### config.mk
export PLATFORM = sky130hd
export DESIGN_NAME = instr_fetch_sequencer
export DESIGN_NICKNAME = d
export VERILOG_FILES = /design/src/rtl/instr_fetch_sequencer.sv
export SDC_FILE = /design/constraint.sdc
export NUM_CORES = 1
export LEC_CHECK = 0
export BUFFER_PORTS_ARGS = -buffer_cell sky130_fd_sc_hd__clkbuf_2
export CAP_MARGIN = 0
export CORE_ASPECT_RATIO = 1.4
export CORE_UTILIZATION = 47
export DETAILED_ROUTE_END_ITERATION = 10
export GPL_TIMING_DRIVEN = 0
export PLACE_DENSITY = 0.74
export SYNTH_ARGS = -nofsm -noshare
export SYNTH_HDL_FRONTEND = slang
export SYNTH_SLANG_ARGS = --single-unit
export TNS_END_PERCENT = 20
### constraint.sdc
create_clock -name Clock -period 1.53 [get_ports Clock]
set_input_delay 0.306 -clock Clock [delete_from_list [all_inputs] [get_ports Clock]]
set_output_delay 0.306 -clock Clock [all_outputs]
set_load 0.03 [all_outputs]
### src/rtl/instr_fetch_sequencer.sv
// rtl/instr_fetch_sequencer.sv - fetches ROM instructions and issues them to the control FSM via Start/Done
module instr_fetch_sequencer #(
    parameter int ADDR_W       = 4,
    parameter int PROG_LEN     = 16,
    parameter int ROM_LAT      = 1,
    parameter int DONE_TIMEOUT = 31
) (
    input  logic              Clock,
    input  logic              Reset,
    input  logic              i_Run_mode,
    input  logic              i_Execute_n,
    input  logic              i_Restart,
    input  logic [7:0]        i_Rom_data,
    input  logic              i_Done,
    output logic [ADDR_W-1:0] o_Rom_addr,
    output logic [ADDR_W-1:0] o_Pc,
    output logic [7:0]        o_Opcode,
    output logic              o_Start,
    output logic              o_Busy,
    output logic              o_Halted,
    output logic              o_Error
);

    localparam int LAT_W = (ROM_LAT > 1) ? $clog2(ROM_LAT + 1) : 1;
    // Two extra codes of headroom: the watchdog may step once more on the
    // WAIT_DONE -> RETIRE transition that happens in the expiry cycle.
    localparam int WD_W  = $clog2(DONE_TIMEOUT + 2);
    localparam logic [ADDR_W-1:0] LAST_PC  = ADDR_W'(PROG_LEN - 1);
    localparam logic [LAT_W-1:0]  LAT_LAST = LAT_W'(ROM_LAT - 1);
    localparam logic [WD_W-1:0]   WD_LAST  = WD_W'(DONE_TIMEOUT - 1);

    typedef enum logic [2:0] {
        IDLE      = 3'd0,
        FETCH     = 3'd1,
        LATCH     = 3'd2,
        ISSUE     = 3'd3,
        WAIT_DONE = 3'd4,
        RETIRE    = 3'd5,
        HALT      = 3'd6
    } state_t;

    state_t              r_state;
    state_t              w_next_state;
    logic [ADDR_W-1:0]   r_pc;
    logic [ADDR_W-1:0]   w_pc_next;
    logic [7:0]          r_opcode;
    logic                r_start;
    logic                r_busy;
    logic                r_halted;
    logic                r_error;
    logic                w_error_next;
    logic                w_latch;
    logic [LAT_W-1:0]    r_lat_cnt;
    logic [WD_W-1:0]     r_wd_cnt;
    logic                w_wd_expired;
    logic                r_sync_1;
    logic                r_sync_2;
    logic                r_sync_3;
    logic                w_step_pulse;

    // Synchronise the raw pushbutton and keep one extra stage for edge detection.
    always_ff @(posedge Clock or negedge Reset) begin
        if (!Reset) begin
            r_sync_1 <= 1'b1;
            r_sync_2 <= 1'b1;
            r_sync_3 <= 1'b1;
        end else begin
            r_sync_1 <= i_Execute_n;
            r_sync_2 <= r_sync_1;
            r_sync_3 <= r_sync_2;
        end
    end

    assign w_step_pulse = r_sync_3 & ~r_sync_2;
    assign w_wd_expired = (r_wd_cnt >= WD_LAST);

    // Next-state, next-Pc and fault decisions for the fetch/issue sequence.
    always_comb begin
        w_next_state = r_state;
        w_pc_next    = r_pc;
        w_error_next = r_error;
        w_latch      = 1'b0;
        case (r_state)
            IDLE: begin
                if (i_Restart) begin
                    w_pc_next = '0;
                end else if (i_Run_mode || w_step_pulse) begin
                    w_next_state = FETCH;
                end
            end
            FETCH: begin
                if (r_lat_cnt == LAT_LAST) begin
                    w_next_state = LATCH;
                end
            end
            LATCH: begin
                w_latch      = 1'b1;
                w_next_state = ISSUE;
            end
            ISSUE: begin
                w_next_state = WAIT_DONE;
            end
            WAIT_DONE: begin
                if (i_Done) begin
                    w_next_state = RETIRE;
                end else if (w_wd_expired) begin
                    w_error_next = 1'b1;
                    w_next_state = HALT;
                end
            end
            RETIRE: begin
                if (!i_Done) begin
                    if (r_pc == LAST_PC) begin
                        w_next_state = HALT;
                    end else begin
                        w_pc_next    = r_pc + ADDR_W'(1);
                        w_next_state = IDLE;
                    end
                end else if (w_wd_expired) begin
                    w_error_next = 1'b1;
                    w_next_state = HALT;
                end
            end
            HALT: begin
                if (i_Restart) begin
                    w_pc_next    = '0;
                    w_error_next = 1'b0;
                    w_next_state = IDLE;
                end
            end
            default: begin
                w_next_state = IDLE;
            end
        endcase
    end

    // State, Pc, fault flag and the ROM-latency / watchdog counters.
    always_ff @(posedge Clock or negedge Reset) begin
        if (!Reset) begin
            r_state   <= IDLE;
            r_pc      <= '0;
            r_error   <= 1'b0;
            r_lat_cnt <= '0;
            r_wd_cnt  <= '0;
        end else begin
            r_state <= w_next_state;
            r_pc    <= w_pc_next;
            r_error <= w_error_next;
            if (r_state == FETCH) begin
                r_lat_cnt <= r_lat_cnt + LAT_W'(1);
            end else begin
                r_lat_cnt <= '0;
            end
            if (r_state == WAIT_DONE || r_state == RETIRE) begin
                r_wd_cnt <= r_wd_cnt + WD_W'(1);
            end else begin
                r_wd_cnt <= '0;
            end
        end
    end

    // Registered outputs decoded from the state being entered.
    always_ff @(posedge Clock or negedge Reset) begin
        if (!Reset) begin
            r_opcode <= 8'h00;
            r_start  <= 1'b0;
            r_busy   <= 1'b0;
            r_halted <= 1'b0;
        end else begin
            if (w_latch) begin
                r_opcode <= i_Rom_data;
            end
            r_start  <= (w_next_state == ISSUE);
            r_busy   <= (w_next_state == FETCH) || (w_next_state == LATCH) ||
                        (w_next_state == ISSUE) || (w_next_state == WAIT_DONE) ||
                        (w_next_state == RETIRE);
            r_halted <= (w_next_state == HALT);
        end
    end

    assign o_Rom_addr = r_pc;
    assign o_Pc       = r_pc;
    assign o_Opcode   = r_opcode;
    assign o_Start    = r_start;
    assign o_Busy     = r_busy;
    assign o_Halted   = r_halted;
    assign o_Error    = r_error;

endmodule

==> results of run 1 <==
registers in the layout, summed over array words and instances (netlist names):
name,flops
o_Busy,1
o_Error,1
o_Halted,1
o_Opcode,8
o_Pc,4
o_Start,1
r_lat_cnt,1
r_state,3
r_sync_1,1
r_sync_2,1
r_sync_3,1
r_wd_cnt,6
layout make-up:
cell class	count	area, um^2	area share (%)
sequential	29	734	40.8
multi-input combinational	78	668	37.1
timing repair buffer	34	175	9.74
buffer	10	73.8	4.10
clock buffer	6	72.6	4.03
tap	37	46.3	2.57
inverter	5	18.8	1.04
clock inverter	2	10.0	0.556
path summary, 6_finish.rpt:
check	slack [ps]	startpoint	cells after the start	endpoint
max	-30	r_wd_cnt[0]	6	r_state[1]
max reg2reg	-30	r_wd_cnt[0]	6	r_state[1]
min in group Clock	100	i_Execute_n	1	r_sync_1
min	70	Reset	1	r_lat_cnt
min reg2reg	360	r_sync_1	0	r_sync_2
max in group asynchronous	970	Reset	1	o_Pc[1]
timing repair:
item                                    4_1_cts  5_1_grt
endpoints found under the setup margin        7       13
pin swaps                                     2        0
setup buffers                                 2        0
resized for setup                             7       11
critical path, stage by stage, from the launching register on:
cell and delay, ps:
dfrtp_1 350, inv_1 50, ha_2 170, o2111a_2 310
o311ai_4 280, o31a_1 210, o21ai_1 70
synthesized netlist by cell type (2+ instances only):
master,instances
xor2_1,3
o21ai_0,5
a32oi_1,2
dfrtp_1,26
dfstp_2,3
a21oi_1,2
ha_1,3
nand2_1,8
xnor2_1,2
nor2_1,9
and3_1,2
buf_2,3
buf_4,7
mux2_1,8
or3_1,2
a41oi_1,2
inv_1,4
nand3_1,4
a31oi_1,2
metal layers:
metal	global-route usage [%]	up-vias	part of all wire, %	routed length, um
met5	0	-	0	0
met4	8.33	0	1.5	44
met3	8.94	6	6.4	185
met2	34.5	50	52	1510
met1	25.7	533	40	1140
li1	-	515	-	-
power by group:
group	internal (mW)	total, mW	switching [mW]
sequential	1.02	1.24	0.225
clock	0.314	0.584	0.270
combinational	0.606	1.54	0.937
stage by stage:
stage | std cells | total power, mW | utilization (%) | area, um^2 | setup TNS (ps)
3_5_place_dp | 191 | 2.64 | 56.5 | 1610 | -337
6_report | 201 | 3.37 | 63.2 | 1800 | -55.8
2_1_floorplan | 122 | 2.25 | - | 1400 | 0
3_3_place_gp | 191 | 2.58 | 56.5 | 1610 | -175
5_1_grt | 201 | 3.61 | 63.2 | 1800 | -236
4_1_cts | 201 | 3.29 | 61.3 | 1750 | -5.74
cells by family (layout without fill, tap and decap cells):
| kind of cell | Yosys count | in the layout |
|---|---|---|
| multiplexers | 8 | 8 |
| adder cells (fa/ha/maj) | 3 | 3 |
| buffers and inverters | 15 | 57 |
| flip-flops | 29 | 29 |
| AND/OR/NAND/NOR | 37 | 37 |
| XOR/XNOR | 5 | 5 |
| AO/OA/AOI/OAI | 25 | 25 |
==> impl_metrics.toml, run 1 <==
[sta]
skew_ps = 4.88
finalSetupViolations = 2
tightest_slew_ps = 703
max_freq_mhz = 639
worst_slack_ps = -33.8
slew_viol_final = 0
whs_ps = 66.3
relSlewSlack_pct = 53.1
rsz0062_at_grt = "true"
post-route-period-util_pct = 102
post-route-min-period_ps = 1560
hold_violations = 0

[placement]
dpl.hpwl_um = 1930
place.gp.congestion = 0.777
dp_slack_ps = -107
portBuffers = 32

[status]
violations = "setup timing"
run_status = "finished, violations left"

[floorplanning]
dieArea_um2 = 3200
die_w_um = 48.1
dieHeight_um = 66.5
start_util_pct = 49.1
ios = 34
rows = 23
core_area_um2 = 2850

[detailed_routing]
drt-wirelength-per-cell_um = 14.3
drtIter0Drc = 27
ant_nets = 0
dr.pass1.iters = 4
drt-vias-per-instance = 5.49
wl_um = 2880
vias = 1104
drc_errors = 0

[cells_and_area]
n_fill_cell = 237
layout-drive-gt1-share_pct = 47.0
final_cell_mix = "clkbuf_2 (32), dfrtp_1 (22), nor2_1 (9), buf_4 (9)"
final_common_cell = "clkbuf_2"
fin_nets = 180
n_antenna_cell = 0
synthToLayoutAreaGrowth_pct = 28.7

[logic_synthesis]
yosys.area.top_type = "dfrtp_1"
synth_ff_type = "dfrtp_1"
synth_area_um2 = 1400
synth_top_area_share_pct = 46.6
ys_warn_count = 0
synth-seq-area-share_pct = 52.2
yosys.area_share.xor_xnor_pct = 3.13
synth_compound_area_share_pct = 14.5
yosys-top-cells-area = "dfrtp_1 (47%), mux2_1 (6.4%), dfstp_2 (5.6%), buf_4 (3.8%), ha_1 (2.7%)"
syn_inst = 122
synth-simple-area-share_pct = 14.9
synth_top_family_by_area = "simple AND/OR/NAND/NOR gates"
async_flop_share_pct = 100
synth.distinct_cells = 44
synth_fp_nets = 139
synth_edf_count = 0
synth_mux_area_share_pct = 6.45
synth_seq_cells = 29
avgSynthCellArea_um2 = 11.5
synthAdderAreaFrac_pct = 2.69

[global_route]
grt_pass1_wl_um = 4730
grt_max_degree = 30
grt_usage_pct = 21.8
antenna_found_initial = 0
first_global_vias = 1063
grt.overflow.total = 0

[worst_setup_path]
worst_ep_arrival_time_ps = 1720
end_kind = "flop"
crit_fanout = 4
start_kind = "flop"
path_class = "flop to flop"
required_ps = 1680

[clock_tree]
ctsHtreeMaxLevel = 2
cts_hold_buffers = 0
clk_path_buf_depth = 2
clk_latency_ps = 280
clk_pin_slew_worst_paths_ps = 60
cts_buffers = 5
cts_tree = "done"
clock-sinks = 29
root_buffer = "clkbuf_8"

[job]
cap_violations = 0

[power]
peakVddDrop_v = 0.00123
p_leak_nw = 0.826
p_per_area_nw_per_um2 = 1870

[min_path]
hold_path.class = "input port to async pin"
No activity file was read; power rests on OpenSTA's default activity.
==> inputs of run 2 (changes only) <==
--- a/config.mk
+++ b/config.mk
@@ -7,2 +7,3 @@
 export LEC_CHECK = 0
+export ABC_AREA = 1
 export BUFFER_PORTS_ARGS = -buffer_cell sky130_fd_sc_hd__clkbuf_2
@@ -10,6 +11,6 @@
 export CORE_ASPECT_RATIO = 1.4
-export CORE_UTILIZATION = 47
+export CORE_UTILIZATION = 50
 export DETAILED_ROUTE_END_ITERATION = 10
 export GPL_TIMING_DRIVEN = 0
-export PLACE_DENSITY = 0.74
+export PLACE_DENSITY = 0.75
 export SYNTH_ARGS = -nofsm -noshare
==> constraint.sdc (replaced) <==
create_clock -name Clock -period 1.8 [get_ports Clock]
set_input_delay 0.36 -clock Clock [delete_from_list [all_inputs] [get_ports Clock]]
set_output_delay 0.36 -clock Clock [all_outputs]
set_load 0.005 [all_outputs]
==> run 2 against run 1 <==
- the flow now finishes without violations
- sequential cell count unchanged
- setup slack improved by 290 ps
- sequential power decreased by 18%
- first-iteration DRC count increased by 33%
- cell area decreased by 6.5%
- power decreased by 28%
- combinational power decreased by 31%
- routed wire length decreased by 11%
- critical endpoint is now o_Pc[0]
- largest cell class unchanged
- highest routed layer unchanged
==> impl_metrics.toml, run 2 <==
[worst_setup_path]
required_ps = 2020
end_kind = "flop"
crit_fanout = 8
path_class = "flop to flop"
start_kind = "flop"
worst_ep_arrival_time_ps = 1760

[floorplanning]
core_area_um2 = 2670
rows = 22
start_util_pct = 53.2
dieArea_um2 = 3060
die_w_um = 47.0
ios = 34
dieHeight_um = 65.1

[detailed_routing]
vias = 1200
ant_nets = 0
wl_um = 2570
drtIter0Drc = 36
drt-vias-per-instance = 4.88
drt-wirelength-per-cell_um = 10.5
dr.pass1.iters = 4
drc_errors = 0

[clock_tree]
clk_path_buf_depth = 2
cts_buffers = 5
root_buffer = "clkbuf_4"
clk_pin_slew_worst_paths_ps = 80
cts_tree = "done"
clock-sinks = 29
post-cts-setup-buffer-count = 0
ctsResizeCount = 0
clk_latency_ps = 320
cts_hold_buffers = 0
ctsHtreeMaxLevel = 2

[cells_and_area]
n_antenna_cell = 0
n_fill_cell = 249
final_cell_mix = "nand2_1 (46), clkbuf_2 (33), dfrtp_1 (26)"
final_common_cell = "nand2_1"
fin_nets = 226
synthToLayoutAreaGrowth_pct = 18.4
layout-drive-gt1-share_pct = 28.1
largest_reg_flops = 8
finalNonFillerCells = 246

[job]
cap_violations = 0

[logic_synthesis]
synth.distinct_cells = 26
yosys.area.top_type = "dfrtp_1"
synth_edf_count = 0
synth_fp_nets = 186
post-synth-top-count-cell = "nand2_1"
synth_top_area_share_pct = 45.8
synth-seq-area-share_pct = 51.4
avgSynthCellArea_um2 = 8.40
ys_warn_count = 0
synth_ff_type = "dfrtp_1"
synth_commonest_cells = "nand2_1 (46), dfrtp_1 (26), inv_1 (22), nand3_1 (16), nor2_1 (12)"
yosys-top-cells-area = "dfrtp_1 (46%), nand2_1 (12%), inv_1 (5.8%), nand3_1 (5.6%), dfstp_2 (5.6%)"
syn_inst = 169
synth_seq_cells = 29
synth_area_um2 = 1420
async_flop_share_pct = 100

[sta]
post-route-period-util_pct = 85.6
finalSetupViolations = 0
hold_violations = 0
slew_viol_final = 0
max_freq_mhz = 649
relSlewSlack_pct = 53.6
post-route-min-period_ps = 1540
worst_slack_ps = 259
tightest_slew_ps = 696
whs_ps = 66.2
skew_ps = 6.79
tns_ps = 0
rsz0062_at_grt = "false"

[power]
peakVddDrop_v = 0.000800
p_leak_nw = 0.936
p_total_mw = 2.44
p_per_area_nw_per_um2 = 1450

[global_route]
grtUsageMet2_pct = 35.2
grt_max_degree = 30
met1_usage_pct = 22.2
grt.overflow.total = 0
antenna_found_initial = 0
grt_pass1_wl_um = 4480
first_global_vias = 1115
grt.busiest_layer = "met2"
use_met3_pct = 6.96
grt_usage_pct = 21.0

[placement]
dp_slack_ps = 271
dpl.hpwl_um = 1980
portBuffers = 33
place.gp.congestion = 0.857
dp.cells = 238

[status]
run_status = "complete, no violations"

[min_path]
hold_path.class = "input port to async pin"
run 2: worst max-delay path, stage by stage, from the launching register on:
cell	delay, ps
dfrtp_1	430
ha_1	250
nand3_1	110
nand2_1	60
nand2_1	90
inv_1	80
a21oi_4	200
o21ai_1	100
o21a_1	110
run 2: final timing paths:
check	startpoint	to	slack, ps	cells past startpoint
worst max register to register	o_Pc[0]	o_Pc[0]	260	8
min in group Clock	i_Execute_n	r_sync_1	110	1
worst min register to register	r_sync_2	r_sync_3	370	0
max in group asynchronous	Reset	o_Pc[3]	1280	1
worst max-delay path	o_Pc[0]	o_Pc[0]	260	8
worst min-delay path	Reset	o_Pc[1]	70	1
run 2: final cells by class:
class,instances,area [um^2],share of cell area [%]
Sequential cell,29,729,43.4
Multi-Input combinational cell,110,556,33.0
Timing Repair Buffer,33,165,9.82
Inverter,25,93.8,5.58
Tap cell,36,45.0,2.68
Clock buffer,6,41.3,2.46
Buffer,5,41.3,2.46
Clock inverter,2,10.0,0.595
run 2: logic make-up (layout without fill, tap and decap cells):
group / after synthesis / in the layout / synth area share, %
AND/OR/NAND/NOR: 83 / 83 / 25.6
buffers and inverters: 30 / 71 / 9.52
flip-flops: 29 / 29 / 51.4
AO/OA/AOI/OAI: 21 / 21 / 8.99
adder cells (fa/ha/maj): 3 / 3 / 2.64
XOR/XNOR: 3 / 3 / 1.85
run 2: report_power, final:
part,internal (mW),switching [mW]
Sequential,0.865,0.155
Clock,0.148,0.211
Combinational,0.454,0.608
run 2: metrics by stage:
step | instance area (um^2) | utilization, %
after floorplan | 1420 | -
after global placement | 1630 | 61.1
after detailed placement | 1630 | 61.1
after CTS | 1680 | 63.0
after global routing | 1680 | 63.0
final | 1680 | 63.0
run 2: metal layers:
metal / wire length (um) / vias up / part of all wire, %
met2: 1250 / 35 / 49
li1: - / 612 / -
met4: 81 / 0 / 3.1
met3: 121 / 9 / 4.7
met1: 1120 / 544 / 43
met5: 0 / - / 0
